### config.mk
export PLATFORM = sky130hd
export DESIGN_NAME = mem_arbiter
export DESIGN_NICKNAME = d
export VERILOG_FILES = /design/src/rtl/mem_arbiter.sv
export SDC_FILE = /design/constraint.sdc
export NUM_CORES = 1
export LEC_CHECK = 0
export CORE_AREA = 2 2 284 286
export DETAILED_ROUTE_END_ITERATION = 16
export DIE_AREA = 0 0 286 288
export MAX_ROUTING_LAYER = met4
export PLACE_DENSITY = 0.52
export SYNTH_ARGS = -nofsm -noshare
export SYNTH_HDL_FRONTEND = slang
export SYNTH_SLANG_ARGS = --single-unit
### constraint.sdc
create_clock -name clk -period 2.21 [get_ports clk]
set_input_delay 0.663 -clock clk [delete_from_list [all_inputs] [get_ports clk]]
set_output_delay 0.663 -clock clk [all_outputs]
set_load 0.01 [all_outputs]
### src/rtl/mem_arbiter.sv
// Shares the main-memory line port between icache fills and dcache fills/write-backs.
// Round-robin grant, one transaction in flight, fixed per-type latency counted down from the grant.
module mem_arbiter #(
    parameter int ADDR_W     = 26,
    parameter int LINE_W     = 128,
    parameter int RD_LATENCY = 10,
    parameter int WR_LATENCY = 5
) (
    input  logic              clk,
    input  logic              reset,
    input  logic              ireq,
    input  logic [ADDR_W-1:0] iaddr,
    output logic [LINE_W-1:0] idata,
    output logic              iready,
    input  logic              dreq,
    input  logic              dwe,
    input  logic [ADDR_W-1:0] daddr,
    input  logic [LINE_W-1:0] dwdata,
    output logic [LINE_W-1:0] ddata,
    output logic              dready,
    output logic              dwack,
    output logic              busy,
    output logic              ram_en,
    output logic              ram_we,
    output logic [ADDR_W-1:0] ram_addr,
    output logic [LINE_W-1:0] ram_wdata,
    input  logic [LINE_W-1:0] ram_rdata
);

    localparam int MAX_LAT = (RD_LATENCY > WR_LATENCY) ? RD_LATENCY : WR_LATENCY;
    localparam int CNT_W   = $clog2(MAX_LAT + 1);

    localparam logic [CNT_W-1:0] RD_START = CNT_W'(RD_LATENCY - 1);
    localparam logic [CNT_W-1:0] WR_START = CNT_W'(WR_LATENCY - 1);
    localparam logic [CNT_W-1:0] CNT_ONE  = CNT_W'(1);
    localparam logic [CNT_W-1:0] CNT_TWO  = CNT_W'(2);

    localparam logic OWN_I = 1'b0;
    localparam logic OWN_D = 1'b1;

    typedef enum logic [1:0] {
        IDLE = 2'd0,
        WAIT = 2'd1,
        RESP = 2'd2
    } state_t;

    state_t             state_q, state_d;
    logic [CNT_W-1:0]   cnt_q, cnt_d;
    logic               owner_q, owner_d;
    logic               we_q, we_d;
    logic [ADDR_W-1:0]  addr_q, addr_d;
    logic [LINE_W-1:0]  wdata_q, wdata_d;
    logic               last_grant_q, last_grant_d;
    logic               cool_i_q, cool_i_d;
    logic               cool_d_q, cool_d_d;
    logic [LINE_W-1:0]  idata_q, idata_d;
    logic [LINE_W-1:0]  ddata_q, ddata_d;

    logic               elig_i;
    logic               elig_d;
    logic               pick_d;

    always_ff @(posedge clk) begin
        if (reset) begin
            state_q      <= IDLE;
            cnt_q        <= '0;
            owner_q      <= OWN_I;
            we_q         <= 1'b0;
            addr_q       <= '0;
            wdata_q      <= '0;
            last_grant_q <= OWN_I;
            cool_i_q     <= 1'b0;
            cool_d_q     <= 1'b0;
            idata_q      <= '0;
            ddata_q      <= '0;
        end else begin
            state_q      <= state_d;
            cnt_q        <= cnt_d;
            owner_q      <= owner_d;
            we_q         <= we_d;
            addr_q       <= addr_d;
            wdata_q      <= wdata_d;
            last_grant_q <= last_grant_d;
            cool_i_q     <= cool_i_d;
            cool_d_q     <= cool_d_d;
            idata_q      <= idata_d;
            ddata_q      <= ddata_d;
        end
    end

    // A requester served in the previous cycle sits out one cycle so the other side gets a turn.
    always_comb begin
        state_d      = state_q;
        cnt_d        = cnt_q;
        owner_d      = owner_q;
        we_d         = we_q;
        addr_d       = addr_q;
        wdata_d      = wdata_q;
        last_grant_d = last_grant_q;
        cool_i_d     = 1'b0;
        cool_d_d     = 1'b0;
        idata_d      = idata_q;
        ddata_d      = ddata_q;
        elig_i       = ireq && !cool_i_q;
        elig_d       = dreq && !cool_d_q;
        pick_d       = 1'b0;

        case (state_q)
            IDLE: begin
                if (elig_i || elig_d) begin
                    pick_d       = (elig_i && elig_d) ? (last_grant_q == OWN_I) : elig_d;
                    owner_d      = pick_d;
                    we_d         = pick_d && dwe;
                    addr_d       = pick_d ? daddr : iaddr;
                    wdata_d      = pick_d ? dwdata : '0;
                    cnt_d        = (pick_d && dwe) ? WR_START : RD_START;
                    last_grant_d = pick_d;
                    state_d      = WAIT;
                end
            end
            WAIT: begin
                cnt_d = cnt_q - CNT_ONE;
                if (cnt_q == CNT_ONE) begin
                    state_d = RESP;
                    if (!we_q) begin
                        if (owner_q == OWN_D) begin
                            ddata_d = ram_rdata;
                        end else begin
                            idata_d = ram_rdata;
                        end
                    end
                end
            end
            RESP: begin
                state_d  = IDLE;
                cool_i_d = (owner_q == OWN_I);
                cool_d_d = (owner_q == OWN_D);
            end
            default: begin
                state_d = IDLE;
            end
        endcase
    end

    // Reads strobe one cycle earlier than writes so the returned line lands before the response.
    always_comb begin
        busy      = (state_q != IDLE);
        ram_en    = (state_q == WAIT) && (cnt_q == (we_q ? CNT_ONE : CNT_TWO));
        ram_we    = ram_en && we_q;
        ram_addr  = addr_q;
        ram_wdata = wdata_q;
        iready    = (state_q == RESP) && (owner_q == OWN_I);
        dready    = (state_q == RESP) && (owner_q == OWN_D) && !we_q;
        dwack     = (state_q == RESP) && (owner_q == OWN_D) && we_q;
        idata     = idata_q;
        ddata     = ddata_q;
    end

endmodule
# [After elaboration in Yosys (flattened, before gate mapping)]
# Cells that the tools add are included.
[totals] ff_bits=420 input_bits=313
[classes] n_addsub=1 n_eq_ne=6 muxes=10 n_bitwise=3 n_reduce_logical=23
[op_table] cell="128-bit two-way mux" n=1
[op_table] cell="26-bit two-way mux" n=1
[op_table] cell="1-bit logical AND" n=10
[op_table] cell="4-bit two-way mux" n=2
[op_table] cell="4-bit case mux with 2 select lines" n=1
[op_table] cell="4-bit AND reduction" n=2
[op_table] cell="2-bit two-way mux" n=3
[op_table] cell="2-bit AND reduction" n=3
[op_table] cell="4-bit by 1-bit == test with 1-bit output (second input constant)" n=1
[op_table] cell="4-bit by 2-bit == test with 1-bit output" n=1
[op_table] cell="2-bit inequality test (second input constant)" n=2
[op_table] cell="2-bit case mux with 2 select lines" n=1
[op_table] cell="2-bit nonzero test" n=2
[op_table] cell="4-bit by 1-bit subtractor with 4-bit output (second input constant)" n=1
[op_table] cell="1-bit logical NOT" n=3
[op_table] cell="1-bit inverter" n=3
[op_table] cell="2-bit by 1-bit == test with 1-bit output (second input constant)" n=1
[op_table] cell="2-bit == test (second input constant)" n=1
[op_table] cell="2-bit logical NOT" n=1
[op_table] cell="2-bit OR reduction" n=1
[op_table] cell="1-bit logical OR" n=1
[op_table] cell="1-bit two-way mux" n=1

# [Depth between registers and ports, before layout]
[logic_depth] depth_word=8 depth_mapped=8

# [Worst setup path after synthesis]
# OpenSTA, ideal clock, no wires.
[synth_path] kind="reg2reg" from="register cnt_q[1]" to="register ddata_q[107] (netlist: ddata[107])" arrival_ns=1.842 setup_slack_ns=0.236 stages_incl_launch_ff=9 path_buffers=2 synth_period_minus_slack_ns=1.974 path_cell_list="dfxtp_1 > inv_1 > ha_1 > or3b_4 > or4b_4 > buf_2 > buf_6 > nand2_1 > a21oi_1"
[synth_between] elab_chain_len=2
[synth_lines] item="start, declared" line_no="48" text="logic [CNT_W-1:0] cnt_q, cnt_d;"
[synth_lines] item="start signal, assigned" line_no="78" text="cnt_q <= cnt_d;"
[synth_lines] item="4-bit by 1-bit == test with 1-bit output" line_no="123" text="if (cnt_q == CNT_ONE) begin"
[synth_lines] item="4-bit AND reduction (no source line)"
[synth_lines] item="end signal, assigned" line_no="87" text="ddata_q <= ddata_d;"
[synth_lines] item="end, declared" line_no="57" text="logic [LINE_W-1:0] ddata_q, ddata_d;"
# No other way between the ends.
# A chain may end at the register's enable or synchronous reset.

# [Final worst setup path]
[layout_path] from="register state_q[1]" to="output port ram_we"
[layout_between] elab_chain_len=3
[layout_lines] item="start, declared" line_no="47" text="state_t state_q, state_d;"
[layout_lines] item="start signal, assigned" line_no="77" text="state_q <= state_d;"
[layout_lines] item="2-bit by 1-bit == test with 1-bit output" line_no="148" text="ram_en = (state_q == WAIT) && (cnt_q == (we_q ? CNT_ONE : CNT_TWO));"
[layout_lines] item="1-bit logical AND" line_no="148"
[layout_lines] item="1-bit logical AND" line_no="149" text="ram_we = ram_en && we_q;"
[layout_lines] item="end, declared" line_no="24" text="output logic ram_we,"
# No other way between the ends.

==> parameters.txt <==
Parameter                              Value

Drt
  WL per Instance ... between 20 and 25 um
  Final wirelength ... roughly 76000 um
  DRT antenna net count ... 0
  Total iterations of the first detailed-routing run ... 7
  Via/cell ratio ... between 4 and 5
  Vias ... approximately 16k
  Remaining design rule violation count ... 0
  Violation count after the first detailed-routing iteration ... ~560

Clock network
  Number of buffers on the longest clock path ... 3
  Clock tree from TritonCTS ... built
  Depth of the CTS H-tree ... 2
  Clock insertion delay at the later pin of the skew report ... 580 ps
  Number of sinks handled by clock tree synthesis ... 420
  Library cell used as clock root buffer ... sky130_fd_sc_hd__clkbuf_16
  Register clock-pin slew on the reported worst setup and hold paths ... about 60 ps
  CTS Buf Count ... between 40 and 50

Floorplan
  Horizontal die dimension ... roughly 290 um
  Ports ... 729
  Row cnt ... 104
  Die outline area ... between 80000 and 90000 um2
  Die Span Y ... roughly 290 um
  Core Region ... approximately 80000 um2
  Effective utilization at floorplan ... 18.4%

Placement
  Sum of net half-perimeters after detailed placement ... slightly below 50000 um
  Port buffer count ... around 730
  Worst slack at placement ... -386 ps
  Gpl congestion ... around 0.83
  Number of instances in the placed design ... around 3.5k

Worst hold path
  Class of the worst hold path ... in -> reg

Logic synthesis
  Yosys warnings ... 0
  Post-synthesis sequential element count ... 420
  Dominant synthesized flop cell ... sky130_fd_sc_hd__dfxtp_1
  Synth unique cells ... 30
  Avg Synthesized Cell Area ... approximately 8.4 um2
  Number of flops mapped to enable cells by yosys ... 0
  Portion of the post-synthesis area used by sequential elements ... between 50% and 60%
  Netlist Area Pre-Place ... 14600 um2
  Net Count, Synth ... 2066
  Gate count after technology mapping ... 1751
  Synth async-reset ratio ... 0%

STA
  Final period util ... 110%
  Final worst path period need ... approximately 2400 ps
  Final-report hold violation count ... 0
  Setup repair after global routing missed its margin ... yes
  Worst Max-Slew Pin Slew ... just under 400 ps
  Number of endpoints failing setup at the final stage ... approximately 270
  Max Freq ... 410 MHz
  Slew Viols, Final ... 0
  Slew Limit Headroom ... 73.5%
  Max Clock Skew ... approximately 24 ps
  Accumulated negative setup slack ... -35110 ps
  Final hold slack ... 450 ps
  Final setup slack of the worst path ... -229 ps

Setup path
  Worst setup path class ... reg -> out
  Critical path arrival ... 1780 ps
  Crit path cell chain ... nand2b_4, or3_4, buf_6, nor2_4, buf_6
  Minimum setup slack among reg-to-reg paths ... -210 ps
  Worst setup SP type ... register
  R2R Path End ... ddata[79]
  Crit path from ... state_q[1]
  Kind of cell adding the most delay to the critical path ... simple AND/OR/NAND/NOR gates
  Master of the slowest instance on the critical path ... sky130_fd_sc_hd__or3_4
  Maximum fanout count along the critical path ... 2
  Worst reg2reg startpoint ... cnt_q[1]
  Critical path buffers and inverters ... 2
  Capture point of the worst path ... ram_we
  Category of the worst setup path capture point ... primary output
  Cell depth of the worst setup path ... 5
  Required time at the worst-slack endpoint ... around 1600 ps
  Count of cells along the worst register-to-register path ... 9
  Cell repeated most along the worst path ... sky130_fd_sc_hd__buf_6
  Worst stage delay on the critical path ... approximately 350 ps

Global route
  Number of global-route vias before repair ... 14.8k
  All-Layer GR Usage ... roughly 15%
  Largest net degree at the start of global routing ... 56
  Wire length of the first global-routing pass ... between 90000 and 100000 um
  Number of antenna violations at the first check in global routing ... 8
  Grt total ovfl ... 0

Outcome
  Violations in the final reports ... negative setup slack
  Run status ... complete, but fails checks

Finish
  Growth of design area from synthesis to finish ... 96.6%
  Net count, final ... around 2.9k
  Fraction of final layout cells with drive strength greater than 1 ... around a quarter
  Non-filler instance count after layout ... 3665

Job
  Total of max-cap violations ... 0

Power and ir drop
  Reported leakage power ... 10.4 nW
  Peak VDD IR ... around 0.45 mV
  Power density relative to cell area ... between 600 and 700 nW/um2
## layout make-up
| type | count | area [um2] |
|---|---|---|
| inverters | 4 | 15.0 |
| diodes | 11 | 27.5 |
| fillers | 8155 | 50800 |
| clock buffers | 73 | 1460 |
| multi-input cells | 1184 | 7350 |
| well taps | 1060 | 1330 |
| clock inverters | 14 | 128 |
| flip-flops and latches | 420 | 8420 |
| repair buffers | 899 | 10100 |
## stage by stage
stage / total power [mW] / util (%) / area [um2]
floorplan: 9.32 / - / 14600
global placement: 11.3 / 29.9 / 23800
detailed placement: 11.3 / 29.9 / 23800
CTS: 19.4 / 32.0 / 25500
global route: 20.5 / 36.1 / 28800
finish: 19.6 / 36.2 / 28800
## sequential cells by signal, summed over array words and instances (netlist names), 2 cells and up
signal	flops
state_q	2
ram_addr	26
ram_wdata	128
ddata	128
cnt_q	4
idata	128
## cells in the mapped netlist, drive strengths merged (2+ instances only)
| library cell | count | area [um2] |
|---|---|---|
| nand2 | 567 | 2130 |
| dfxtp | 420 | 8410 |
| a21oi | 264 | 1320 |
| nor2 | 164 | 616 |
| a22oi | 129 | 968 |
| buf | 73 | 443 |
| clkbuf | 70 | 263 |
| a311oi | 26 | 228 |
| inv | 4 | 15.0 |
| nand2b | 4 | 25.0 |
| nand3 | 4 | 20.0 |
| nor2b | 4 | 25.0 |
| a31oi | 3 | 18.8 |
| ha | 2 | 25.0 |
| nand3b | 2 | 15.0 |
| nor3 | 2 | 10.0 |
| nor3b | 2 | 15.0 |
## power by group
| group | switching [mW] | internal (mW) | leakage, nW | total [mW] |
|---|---|---|---|---|
| sequential | 0.218 | 7.92 | 3.41 | 8.13 |
| combinational | 1.63 | 1.80 | 6.24 | 3.43 |
| clock | 3.31 | 4.76 | 0.793 | 8.07 |
## what timing repair did
action                                  4_1_cts  5_1_grt
pin swaps                                     3      276
gates resized for setup                     124      561
hold buffers                                  0        0
cloned                                        2       54
buffers inserted                              5        9
endpoints found under the setup margin      210      266
## worst min-delay path by stage
stage / startpoint / to / slack (ps) / cells after the start
6_report: reset / ram_wdata[86] / 450 / 2
5_1_grt: reset / ram_wdata[86] / 410 / 2
4_1_cts: reset / ram_wdata[84] / 380 / 2
3_5_place_dp: ddata[67] / ddata[67] / 440 / 2
3_3_place_gp: ddata[67] / ddata[67] / 440 / 2
2_1_floorplan: ddata[0] / ddata[0] / 480 / 2
## cells in the final DEF (no fill, tap or decap), types with 26 or more instances in the layout
master	n
sky130_fd_sc_hd__a311oi_1	26
sky130_fd_sc_hd__buf_4	50
sky130_fd_sc_hd__nand2_1	364
sky130_fd_sc_hd__dlygate4sd2_1	80
sky130_fd_sc_hd__a21oi_1	116
sky130_fd_sc_hd__a22oi_1	129
sky130_fd_sc_hd__clkbuf_16	87
sky130_fd_sc_hd__nand2_4	135
sky130_fd_sc_hd__a21oi_2	147
sky130_fd_sc_hd__buf_12	52
sky130_fd_sc_hd__nand2_2	68
sky130_fd_sc_hd__dfxtp_1	413
sky130_fd_sc_hd__clkdlybuf4s50_1	641
sky130_fd_sc_hd__nor2_1	160
## worst reg2reg max path: stages (launching register included)
cell                        delay (ps)
sky130_fd_sc_hd__dfxtp_2           320
sky130_fd_sc_hd__inv_2              90
sky130_fd_sc_hd__ha_4              130
sky130_fd_sc_hd__or3b_4            380
sky130_fd_sc_hd__buf_6             130
sky130_fd_sc_hd__or4b_4            640
sky130_fd_sc_hd__buf_12            210
sky130_fd_sc_hd__clkbuf_16         230
sky130_fd_sc_hd__nand2_2            90
sky130_fd_sc_hd__a21oi_1            60
## metal layers
metal / vias up / GRT usage [%] / share of wire, %
li1: 7502 / - / -
met1: 7403 / 17.3 / 40
met2: 589 / 26.2 / 50
met3: 111 / 4.56 / 7.3
met4: 0 / 4.75 / 3.0
met5: - / - / 0
## logic make-up (layout without fill, tap and decap cells)
logic type,after synthesis,after routing,share of synthesized area (%)
AND/OR/NAND/NOR,757,757,20.0
other,0,11,0
AO/OA/AOI/OAI,425,425,17.5
buffers and inverters,147,990,4.92
adder cells (fa/ha/maj),2,2,0.171
flip-flops,420,420,57.4
No activity file was read; power rests on OpenSTA's default activity.
